<file path="config.mk">
export PLATFORM = sky130hd
export DESIGN_NAME = icache_axi_rd_bridge_flat
export DESIGN_NICKNAME = d
export VERILOG_FILES = /design/src/rtl/icache_axi_rd_bridge_if.sv /design/src/rtl/icache_axi_rd_bridge.sv /design/src/flat_wrapper.sv
export SDC_FILE = /design/constraint.sdc
export NUM_CORES = 1
export LEC_CHECK = 0
export CAP_MARGIN = 25
export CORE_ASPECT_RATIO = 1.5
export CORE_MARGIN = 1
export CORE_UTILIZATION = 45
export CTS_BUF_LIST = sky130_fd_sc_hd__clkbuf_2 sky130_fd_sc_hd__clkbuf_4 sky130_fd_sc_hd__clkbuf_8
export DETAILED_ROUTE_END_ITERATION = 16
export PLACE_DENSITY_LB_ADDON = 0.2
export SETUP_SLACK_MARGIN = 0.02
export SKIP_LAST_GASP = 1
export SYNTH_ARGS = -nofsm -noshare
export SYNTH_HDL_FRONTEND = slang
export SYNTH_SLANG_ARGS = --single-unit
</file>
<file path="constraint.sdc">
create_clock -name clk_g -period 2.45 [get_ports clk_g]
set_clock_uncertainty 0.15 [all_clocks]
set_input_delay 0.49 -clock clk_g [delete_from_list [all_inputs] [get_ports clk_g]]
set_output_delay 0.49 -clock clk_g [all_outputs]
set_load 0.01 [all_outputs]
</file>
<file path="src/rtl/icache_axi_rd_bridge_if.sv">
// AXI4 read-address and read-data channels between the icache bridge and the
// memory interconnect.
interface icache_axi_rd_bridge_if;
  logic [3:0]  arid;
  logic [31:0] araddr;
  logic [7:0]  arlen;
  logic [2:0]  arsize;
  logic [1:0]  arburst;
  logic        arvalid;
  logic        arready;
  logic [31:0] rdata;
  logic [1:0]  rresp;
  logic        rlast;
  logic        rvalid;
  logic        rready;

  modport master (
    output arid, araddr, arlen, arsize, arburst, arvalid,
    input  arready,
    input  rdata, rresp, rlast, rvalid,
    output rready
  );

  modport slave (
    input  arid, araddr, arlen, arsize, arburst, arvalid,
    output arready,
    output rdata, rresp, rlast, rvalid,
    input  rready
  );
endinterface

</file>
<file path="src/rtl/icache_axi_rd_bridge.sv">
// Read-only AXI4 master for the instruction cache: one AR burst per request,
// R beats shifted into a 128-bit line returned with a one-cycle ret_valid.
module icache_axi_rd_bridge #(
  parameter logic [3:0] AXI_ID        = 4'd0,
  parameter int         DATA_WIDTH    = 32,
  parameter int         LINE_WORD_NUM = 4
) (
  input  logic                                clk_g,
  input  logic                                resetn,
  input  logic                                rd_req,
  input  logic                                rd_uncache,
  input  logic [31:0]                         rd_addr,
  output logic                                rd_rdy,
  output logic                                ret_valid,
  output logic [LINE_WORD_NUM*DATA_WIDTH-1:0] ret_data,
  output logic                                err,
  icache_axi_rd_bridge_if.master              axi
);

  localparam int LINE_W = LINE_WORD_NUM * DATA_WIDTH;

  typedef enum logic [1:0] {IDLE, AR, R, DONE} state_t;

  state_t              state, state_next;
  logic [31:0]         addr_q;
  logic                uncache_q;
  logic [7:0]          beat_cnt;
  logic [7:0]          len;
  logic [LINE_W-1:0]   line_q;
  logic                r_hs;

  assign len         = uncache_q ? 8'd0 : 8'(LINE_WORD_NUM - 1);
  assign r_hs        = axi.rvalid && axi.rready;

  assign axi.arid    = AXI_ID;
  assign axi.araddr  = addr_q;
  assign axi.arlen   = len;
  assign axi.arsize  = 3'b010;
  assign axi.arburst = 2'b01;
  assign ret_data    = line_q;

  always_ff @(posedge clk_g) begin
    if (!resetn) state <= IDLE;
    else         state <= state_next;
  end

  always_comb begin
    state_next  = state;
    rd_rdy      = 1'b0;
    axi.arvalid = 1'b0;
    axi.rready  = 1'b0;
    ret_valid   = 1'b0;
    case (state)
      IDLE: begin
        rd_rdy = 1'b1;
        if (rd_req) state_next = AR;
      end
      AR: begin
        axi.arvalid = 1'b1;
        if (axi.arready) state_next = R;
      end
      R: begin
        axi.rready = 1'b1;
        if (axi.rvalid && axi.rlast) state_next = DONE;
      end
      DONE: begin
        ret_valid  = 1'b1;
        state_next = IDLE;
      end
      default: state_next = IDLE;
    endcase
  end

  // A beat is in error if it carries a bad response, or if rlast disagrees with
  // whether this beat is the one arlen promised as the last.
  always_ff @(posedge clk_g) begin
    if (!resetn) begin
      addr_q    <= '0;
      uncache_q <= 1'b0;
      beat_cnt  <= '0;
      line_q    <= '0;
      err       <= 1'b0;
    end else begin
      if (state == IDLE && rd_req) begin
        addr_q    <= rd_addr;
        uncache_q <= rd_uncache;
        beat_cnt  <= '0;
        line_q    <= '0;
      end
      if (r_hs) begin
        line_q <= {axi.rdata, line_q[LINE_W-1:DATA_WIDTH]};
        if (beat_cnt != 8'hFF) beat_cnt <= beat_cnt + 8'd1;
        if (axi.rresp != 2'b00 || (axi.rlast != (beat_cnt == len)))
          err <= 1'b1;
      end
    end
  end

endmodule
</file>
<file path="src/flat_wrapper.sv">
// flat-port wrapper written by rule: the top's interface ports become plain ports
module icache_axi_rd_bridge_flat 
#(
  parameter logic [3:0] AXI_ID        = 4'd0,
  parameter int         DATA_WIDTH    = 32,
  parameter int         LINE_WORD_NUM = 4
)
  (clk_g, resetn, rd_req, rd_uncache, rd_addr, rd_rdy, ret_valid, ret_data, err, axi_arid, axi_araddr, axi_arlen, axi_arsize, axi_arburst, axi_arvalid, axi_arready, axi_rdata, axi_rresp, axi_rlast, axi_rvalid, axi_rready);
  icache_axi_rd_bridge_if axi_i ();
  input  logic clk_g;
  input  logic resetn;
  input  logic rd_req;
  input  logic rd_uncache;
  input  logic [31:0] rd_addr;
  output logic rd_rdy;
  output logic ret_valid;
  output logic [LINE_WORD_NUM*DATA_WIDTH-1:0] ret_data;
  output logic err;
  output wire logic [$bits(axi_i.arid)-1:0] axi_arid;
  output wire logic [$bits(axi_i.araddr)-1:0] axi_araddr;
  output wire logic [$bits(axi_i.arlen)-1:0] axi_arlen;
  output wire logic [$bits(axi_i.arsize)-1:0] axi_arsize;
  output wire logic [$bits(axi_i.arburst)-1:0] axi_arburst;
  output wire logic [$bits(axi_i.arvalid)-1:0] axi_arvalid;
  input wire logic [$bits(axi_i.arready)-1:0] axi_arready;
  input wire logic [$bits(axi_i.rdata)-1:0] axi_rdata;
  input wire logic [$bits(axi_i.rresp)-1:0] axi_rresp;
  input wire logic [$bits(axi_i.rlast)-1:0] axi_rlast;
  input wire logic [$bits(axi_i.rvalid)-1:0] axi_rvalid;
  output wire logic [$bits(axi_i.rready)-1:0] axi_rready;
  assign axi_arid = axi_i.arid;
  assign axi_araddr = axi_i.araddr;
  assign axi_arlen = axi_i.arlen;
  assign axi_arsize = axi_i.arsize;
  assign axi_arburst = axi_i.arburst;
  assign axi_arvalid = axi_i.arvalid;
  assign axi_i.arready = axi_arready;
  assign axi_i.rdata = axi_rdata;
  assign axi_i.rresp = axi_rresp;
  assign axi_i.rlast = axi_rlast;
  assign axi_i.rvalid = axi_rvalid;
  assign axi_rready = axi_i.rready;
  icache_axi_rd_bridge #(.AXI_ID(AXI_ID), .DATA_WIDTH(DATA_WIDTH), .LINE_WORD_NUM(LINE_WORD_NUM)) u_core (.clk_g(clk_g), .resetn(resetn), .rd_req(rd_req), .rd_uncache(rd_uncache), .rd_addr(rd_addr), .rd_rdy(rd_rdy), .ret_valid(ret_valid), .ret_data(ret_data), .err(err), .axi(axi_i));
endmodule
</file>
==> key figures, run 1 <==
Outcome
  – Status: complete, no violations

Logic synthesis
  – Synthesis-stage register bit count: 172
  – Avg Cell Area, Syn: 9.83 sq um
  – Async set or reset register ratio after synthesis: 0%
  – Area share of the largest cell type after synthesis: 52.2%
  – Synth warn: 0
  – Yosys top cell by area: dfxtp_1
  – Area contributors post-synth: dfxtp_1, a22oi_1, nor2b_1, nand2_1, a21boi_0
  – Synth cell types: 41
  – Most used DFF post-synth: dfxtp_1
  – Count leader, synth: dfxtp_1
  – Post-synthesis cell count: 671
  – Synth top cells by count: dfxtp_1, nor2b_1, a22oi_1
  – Sequential share of the synthesized area: 52.2%
  – Cell area after synthesis: 6590 sq um
  – Post-synth EDFFs: 0

Place
  – Final HPWL from detailed placement: 11700 um
  – Pre-CTS WS: 0.304 ns
  – PortBufs: 239
  – Placer Congestion: 0.758

Timing
  – Slew Viols, Final: 0
  – Fmax: 425 MHz
  – Fin crit period: 2.35 ns
  – Hold Vio Cnt, Final: 0
  – Final setup vio count: 0
  – Final worst slack: 0.0985 ns
  – Fin crit share: 96.0%
  – RSZ-0062 raised after global routing: no
  – Fin Setup TNS: 0 ns

Global route
  – First-pass GRT wire length: 26300 um
  – Initial antenna violation count: 0
  – Remaining global-route overflow: 0
  – All-Layer GR Usage: 21.9%
  – Vias in the first global route: 5371
  – Largest net degree at the start of global routing: 108

Clock network
  – CTS Hold Bufs: 0
  – CTS tree: done
  – CTS Buf Count: 17
  – Clk Latency, worst-skew pair: 0.44 ns
  – Largest buffer count on any clock path: 2
  – CTS Sinks: 172
  – CTS H-tree lvls: 4
  – Root Buffer: clkbuf_8
  – Clock transition at path regs: 0.09 ns

Power and ir drop
  – Clock power share: 28.6%
  – Maximum vdd drop: 0.358 mV
  – Cell Int Power: 4690 uW
  – Leakage dissipation: 0.00313 uW
  – Total chip power: 6840 uW
  – Sequential power share: 44.9%
  – Logic pwr share: 26.5%
  – Total net switching power: 2160 uW
  – Switching power share of the total: 31.5%
  – P per Cell Area: 727 nW/um^2

Hold path
  – HP Class: input port to flop

Finish
  – Final net count: 957
  – P&R area growth vs syn: 42.8%
  – Layout cells sized above 1: 5.61%
  – N_diodes: 0

Flow run
  – Max Cap Violations: 0

Floorplanning
  – Core ar.: 14200 sq um
  – Initial core utilization: 46.5%
  – I/O pin count: 255
  – Number of core rows: 53
  – Die Ht: 150 um
  – Die Area: 15200 sq um
  – Die X: 101 um

Setup path
  – RR Endpoint: u_core.ret_data[36]
  – CP endpoint kind: output pin
  – CP Launch Type: flop
  – Worst-path fanout max: 5
  – Critical Path End: axi_rready
  – Crit path arrival time: 1.71 ns
  – RR Startpoint: u_core.state[0]
  – Setup CP Type: flop to output pin
  – Reg2reg setup slack: 0.47 ns
  – Critical Path Source: u_core.state[0]
  – Critical path data required time: 1.81 ns
  – R2R depth: 7

Route
  – Vias: 5625
  – Final antenna-violating net count: 0
  – Drc violations: 0
  – DR vias/cell: 5.19
  – TritonRoute pass-1 iters: 5
  – DRT iter0 DRCs: 254
  – Post-DR wirelength/cell: 15.7 um
  – Detailed Route WL: 17000 um
-- stage by stage --
stage                     util, %  area (sq um)  hold slack, ns  std cells
after floorplan                 -          6640           0.309        684
after detailed placement     63.6          9020           0.305       1052
after global placement       63.6          9020           0.300       1052
after CTS                    66.3          9410           0.280       1083
after global routing         66.3          9420           0.293       1083
final                        66.3          9420           0.304       1083
-- layout by cell type (no fill, tap or decap), drive strengths merged, types with 4 or more instances in the layout --
| cell type | n |
|---|---|
| clkdlybuf4s50 | 238 |
| dfxtp | 172 |
| nor2b | 130 |
| a22oi | 128 |
| nand2 | 71 |
| a21boi | 34 |
| clkbuf | 19 |
| conb | 15 |
| buf | 10 |
| inv | 8 |
| o21ai | 6 |
| nand3 | 5 |
| a21oi | 5 |
| nor2 | 5 |
| ha | 5 |
| nand2b | 4 |
| clkinvlp | 4 |
-- how the worst min path moves through the flow --
stage / from / end / cells after the start
2_1_floorplan: u_core.uncache_q / u_core.uncache_q / 2
3_3_place_gp: u_core.axi.araddr[24] / u_core.axi.araddr[24] / 2
4_1_cts: resetn / u_core.beat_cnt[6] / 2
6_report: resetn / u_core.beat_cnt[6] / 2
5_1_grt: resetn / u_core.beat_cnt[6] / 2
3_5_place_dp: u_core.axi.araddr[28] / u_core.axi.araddr[28] / 2
-- per-layer routing --
metal	global-route usage, %	wire, um
met2	38.5	8670
met1	24.2	6590
met4	9.42	454
met3	6.96	1310
met5	0	0
-- power groups by stage --
| stage | registers (uW) | clock network, uW | logic (uW) |
|---|---|---|---|
| 3_5_place_dp | 3140 | 0 | 1800 |
| 6_report | 3070 | 1960 | 1810 |
| 4_1_cts | 3080 | 2020 | 1810 |
| 5_1_grt | 3100 | 2130 | 1970 |
| 3_3_place_gp | 3130 | 0 | 1760 |
| 2_1_floorplan | 3190 | 0 | 1070 |
-- layout make-up --
| type | instances | area, sq um |
|---|---|---|
| Clock inverter | 12 | 139 |
| Tap cell | 192 | 240 |
| Sequential cell | 172 | 3440 |
| Multi-Input combinational cell | 436 | 2800 |
| Inverter | 4 | 15.0 |
| Clock buffer | 19 | 249 |
| Fill cell | 1203 | 4780 |
| Timing Repair Buffer | 248 | 2530 |
-- critical path, stage by stage, from the launching register on --
cell	delay [ns]
dfxtp_1	0.36
inv_1	0.11
ha_2	0.25
clkdlybuf4s50_1	0.56
-- kinds of logic (layout without fill, tap and decap cells) --
group	Yosys count	after routing	synth area share, %
flops	172	172	52.2
buf+inv	76	283	6.34
mux	1	1	0.152
fa+ha+maj	5	5	0.949
compound gates	184	184	21.1
other cells	2	15	0.114
simple gates	230	230	19.0
xor+xnor	1	1	0.133
-- repair_timing --
action,4_1_cts,5_1_grt
setup endpoints to repair,1,1
buffers inserted,0,0
resized for setup,1,1
-- registers in the layout, summed over array words and instances, names as in the netlist --
signal	count
u_core.beat_cnt	8
u_core.uncache_q	1
u_core.err	1
u_core.state	2
u_core.axi.araddr	32
u_core.ret_data	128
Note: power is estimated with default switching activity, not from simulation.
==> run 2, diff against run 1 <==
- GPL_TIMING_DRIVEN: not set -> 1
==> results of run 2 <==
Same layout as run 1: the final DEF is identical, and so are final timing and power.
